[config.mk]
export PLATFORM = sky130hd
export DESIGN_NAME = inst_loader
export DESIGN_NICKNAME = d
export VERILOG_FILES = /design/src/rtl/inst_loader.sv
export SDC_FILE = /design/constraint.sdc
export NUM_CORES = 1
export LEC_CHECK = 0
export BUFFER_PORTS_ARGS = -buffer_cell sky130_fd_sc_hd__clkbuf_2
export CORE_AREA = 2 2 93 95
export CTS_BUF_LIST = sky130_fd_sc_hd__clkbuf_4
export CTS_CLUSTER_SIZE = 12
export DETAILED_ROUTE_END_ITERATION = 10
export DIE_AREA = 0 0 95 97
export PLACE_DENSITY = 0.88
export SYNTH_ARGS = -nofsm -noshare
export SYNTH_HDL_FRONTEND = slang
export SYNTH_SLANG_ARGS = --single-unit
[constraint.sdc]
create_clock -name clk -period 3 [get_ports clk]
set_clock_uncertainty 0.15 [all_clocks]
set_input_delay 0.15 -clock clk [delete_from_list [all_inputs] [get_ports clk]]
set_output_delay 0.15 -clock clk [all_outputs]
set_load 0.02 [all_outputs]
[src/rtl/inst_loader.sv]
// inst_loader: assembles a LE byte stream into imem words, then starts the core.
// Define INST_LOADER_CHECKSUM_EN to require and verify a trailing sum byte.
module inst_loader #(
  parameter int ADDR_WIDTH = 12
) (
  input  logic                  clk,
  input  logic                  rstn,
  input  logic [7:0]            rx_data,
  input  logic                  rx_valid,
  output logic                  rx_ready,
  output logic                  imem_we,
  output logic [ADDR_WIDTH-1:0] imem_addr,
  output logic [31:0]           imem_wdata,
  output logic                  load_done,
  output logic                  core_start,
  output logic                  err_size,
  output logic                  err_checksum
);

  typedef enum logic [2:0] {
    S_HDR,
    S_DATA,
`ifdef INST_LOADER_CHECKSUM_EN
    S_CSUM,
`endif
    S_DONE,
    S_ERR
  } state_t;

  localparam logic [32:0]         CAP = 33'd1 << ADDR_WIDTH;
  localparam logic [ADDR_WIDTH:0] ONE = 1;

  state_t              state;
  logic [1:0]          byte_cnt;
  logic [23:0]         part;
  logic [ADDR_WIDTH:0] word_cnt;
  logic [ADDR_WIDTH:0] n_words;
  logic                xfer;
  logic                last;
  logic [31:0]         word;

  assign rx_ready = (state != S_DONE);
  assign xfer     = rx_valid & rx_ready;
  assign last     = xfer && (byte_cnt == 2'd3);
  // Earlier bytes shift down, so the 4th byte lands on top.
  assign word     = {rx_data, part};

`ifdef INST_LOADER_CHECKSUM_EN
  logic [7:0] sum;
  logic       csum_err;
  assign err_checksum = csum_err;
`else
  assign err_checksum = 1'b0;
`endif

  always_ff @(posedge clk) begin
    if (!rstn) begin
      state      <= S_HDR;
      byte_cnt   <= 2'd0;
      part       <= 24'd0;
      word_cnt   <= '0;
      n_words    <= '0;
      imem_we    <= 1'b0;
      imem_addr  <= '0;
      imem_wdata <= 32'd0;
      load_done  <= 1'b0;
      core_start <= 1'b0;
      err_size   <= 1'b0;
`ifdef INST_LOADER_CHECKSUM_EN
      sum        <= 8'd0;
      csum_err   <= 1'b0;
`endif
    end else begin
      imem_we    <= 1'b0;
      core_start <= 1'b0;
      if (xfer) begin
        byte_cnt <= byte_cnt + 2'd1;
        part     <= {rx_data, part[23:8]};
      end
      unique case (state)
        S_HDR: begin
          if (last) begin
            n_words <= word[ADDR_WIDTH:0];
            if ({1'b0, word} > CAP) begin
              state    <= S_ERR;
              err_size <= 1'b1;
            end else if (word == 32'd0) begin
`ifdef INST_LOADER_CHECKSUM_EN
              state      <= S_CSUM;
`else
              state      <= S_DONE;
              load_done  <= 1'b1;
              core_start <= 1'b1;
`endif
            end else begin
              state <= S_DATA;
            end
          end
        end
        S_DATA: begin
`ifdef INST_LOADER_CHECKSUM_EN
          if (xfer) sum <= sum + rx_data;
`endif
          if (last) begin
            imem_we    <= 1'b1;
            imem_addr  <= word_cnt[ADDR_WIDTH-1:0];
            imem_wdata <= word;
            if (word_cnt == n_words - ONE) begin
`ifdef INST_LOADER_CHECKSUM_EN
              state      <= S_CSUM;
`else
              state      <= S_DONE;
              load_done  <= 1'b1;
              core_start <= 1'b1;
`endif
            end else begin
              word_cnt <= word_cnt + ONE;
            end
          end
        end
`ifdef INST_LOADER_CHECKSUM_EN
        S_CSUM: begin
          if (xfer) begin
            if (rx_data == sum) begin
              state      <= S_DONE;
              load_done  <= 1'b1;
              core_start <= 1'b1;
            end else begin
              state    <= S_ERR;
              csum_err <= 1'b1;
            end
          end
        end
`endif
        default: ;
      endcase
    end
  end

endmodule
==> results.yml <==
run_status:
  run_status: "completed"
power_and_ir_drop:
  combPwrFrac_pct: 4.6
  swShare_pct: 25.3
  ir_drop_v: 0.000327
  switchingPower_mw: 0.541
  p_int_mw: 1.60
  p_seq_share_pct: 64.7
  p_leak_nw: 1.86
  power_mw: 2.14
  power.density_nw_per_um2: 423
  clkPwrFrac_pct: 30.8
floorplanning:
  die_h_um: 97
  rows: 33
  die_x_um: 95
  initial_core_util_pct: 52.5
  dieArea_um2: 9220
  ios: 61
  core_um2: 8130
synthesis:
  ys_ff_latch: 102
  synthTopCellsByArea: "dfxtp_1, nand2_1, a21oi_1, clkbuf_1, xnor2_1"
  yosysMostFrequentCell: "nand2_1"
  ys_seq_area_share_pct: 47.9
  syn_area_per_cell_um2: 7.81
  synthCells: 546
  syn_area_um2: 4270
  synth_common_cells: "nand2_1, dfxtp_1, a21oi_1"
  yosys.cell_types.count: 51
  yosys.area.top_type_share_pct: 47.9
  syn_nets: 560
  yosysWarnings: 0
  async_flop_share_pct: 0
  synth_edf_count: 0
  ys.flop_type: "dfxtp_1"
  yosys.area.top_type: "dfxtp_1"
sta:
  setup_viol: 0
  fin_crit_ps: 2980
  max_freq_ghz: 0.335
  fin_crit_sh_pct: 99.4
  worst_pin_slew_ps: 919
  drv_slew: 0
  fin_ws_ps: 17.1
  grt_setup_unrepaired: "yes"
  relSlewSlack_pct: 38.7
  final_hold_viol_count: 0
layout:
  final_cells: 718
  fill_cells: 687
  area_delta_synth_final_pct: 18.6
  design_area_um2: 5060
  drive_above_1_share_pct: 20.1
  diodes: 0
  final_net_count: 622
setup_path:
  required_ps: 3240
  arrival_ps: 3220
  crit_type: "reg -> reg"
  path_max_fanout: 6
  cp-start-kind: "flop"
  end_kind: "flop"
routing:
  num_vias: 4101
  viasPerCell: 5.71
  ant_nets: 0
  avgRoutedWirePerCell_um: 15.0
  drt_iter0_drc: 261
  finalWirelength_um: 10800
  drc: 0
  first_pass_iters: 5
global_routing:
  grtUsageMet3_pct: 4.13
  gr-total-overflow: 0
  met2_usage_pct: 39.7
  first_global_vias: 3845
  track_usage_pct: 23.2
  grt-busiest-layer: "met2"
  use_met1_pct: 28.9
  grt_max_degree: 59
  antenna_found_initial: 0
  grt_pass1_wl_um: 17400
place:
  dp_slack_ps: -14.5
  port_buffers: 59
  place.gp.congestion: 0.907
  dp_hpwl_um: 6970
  dpl_cell_area_um2: 4650
  dp.cells: 685
clock_tree:
  clk_pin_slew_worst_paths_ps: 160
  clockBufferDepth: 2
  cts_buffers: 9
  cts_tree: "done"
  cts_num_sinks: 102
  htree_levels: 3
  insertion_delay_ps: 450
  cts_root_buf: "clkbuf_4"
hold_path:
  hold_class: "reg -> reg"
run:
  drv_cap: 0
-- layout by cell type (no fill, tap or decap), types with 3 or more instances in the layout --
cell type and instances:
clkbuf_2 59, a21oi_1 93, inv_1 4, nand2_1 175
nand3_1 6, or4_4 8, clkbuf_4 11, nand4_1 5
or3_1 7, dfxtp_1 100, o31ai_2 3, a21oi_2 4
nand2b_1 3, clkinvlp_4 3, nor2_1 12, o31ai_1 5
nor4_1 11, buf_4 15, o21ai_0 4, nor3_1 7
xnor2_1 8, dlygate4sd3_1 10, o21ai_1 3, xor2_1 6
-- through the flow --
| step | util, % | setup TNS (ps) | hold WS (ps) |
|---|---|---|---|
| 6_report | 62.2 | 0 | 315 |
| 5_1_grt | 62.2 | -401 | 343 |
| 4_1_cts | 59.9 | 0 | 318 |
| 3_5_place_dp | 57.1 | -14.5 | 263 |
| 3_3_place_gp | 57.1 | 0 | 257 |
| 2_1_floorplan | - | 0 | 115 |
-- worst max-delay path, stage by stage (launching register included) --
cell and delay, ps:
dfxtp_4 390, inv_2 70, ha_4 130, or4b_4 480
or4_1 410, a32o_1 260, o21a_1 220, o31ai_4 250
buf_6 170, clkbuf_16 150, o31ai_1 80, a21oi_2 150
-- final cells by class --
type | instances | area, um^2 | area share (%)
Tap cell | 105 | 131 | 2.60
Clock inverter | 5 | 42.5 | 0.841
Clock buffer | 11 | 82.6 | 1.63
Sequential cell | 102 | 2050 | 40.5
Timing Repair Buffer | 90 | 621 | 12.3
Multi-Input combinational cell | 398 | 2110 | 41.6
Inverter | 7 | 28.8 | 0.569
-- registers in the layout, indices dropped and copies added, names as in the netlist --
signal	flops
part	24
core_start	1
imem_addr	12
load_done	1
word_cnt	13
err_size	1
imem_we	1
imem_wdata	32
n_words	13
byte_cnt	2
state	2
-- per-layer routing --
layer	vias to the layer above	share of wire [%]
li1	1986	-
met1	1945	41
met2	148	52
met3	22	5.1
met4	0	2.0
met5	-	0
-- logic make-up (layout without fill, tap and decap cells) --
group	Yosys count	count (layout)	share of synthesized area (%)
muxes	1	1	0.235
adders and majority gates	3	3	0.880
buffers and inverters	46	113	4.87
AOI/OAI and AO/OA	133	133	18.0
and+or+nand+nor	246	246	25.2
DFF	102	102	47.9
other	1	1	0.0879
xor gates and xnor gates	14	14	2.87
-- path summary, 6_finish.rpt --
| check | from | end | slack, ps | cells after the start |
|---|---|---|---|---|
| setup / recovery | n_words[1]$_SDFFE_PN0P_ | word_cnt[8]$_SDFFE_PN0P_ | 20 | 11 |
| hold reg to reg | imem_addr[7]$_SDFFE_PN0P_ | imem_addr[7]$_SDFFE_PN0P_ | 310 | 2 |
| setup reg to reg | n_words[1]$_SDFFE_PN0P_ | word_cnt[8]$_SDFFE_PN0P_ | 20 | 11 |
| hold / removal | imem_addr[7]$_SDFFE_PN0P_ | imem_addr[7]$_SDFFE_PN0P_ | 310 | 2 |
-- power by group through the flow --
stage	Sequential (mW)	Combinational [mW]	Clock, mW
6_report	1.39	0.0981	0.659
5_1_grt	1.39	0.109	0.723
4_1_cts	1.39	0.0957	0.669
3_5_place_dp	1.42	0.0858	0
3_3_place_gp	1.41	0.0826	0
2_1_floorplan	1.41	0.0613	0
-- repair_timing --
action	in CTS	in global routing
hold endpoints to repair	19	0
hold buffers	10	0
resized for setup	1	27
gates cloned	0	3
pin swaps	1	17
setup endpoints to repair	4	14
setup buffers	0	4
No activity file was read; power rests on OpenSTA's default activity.
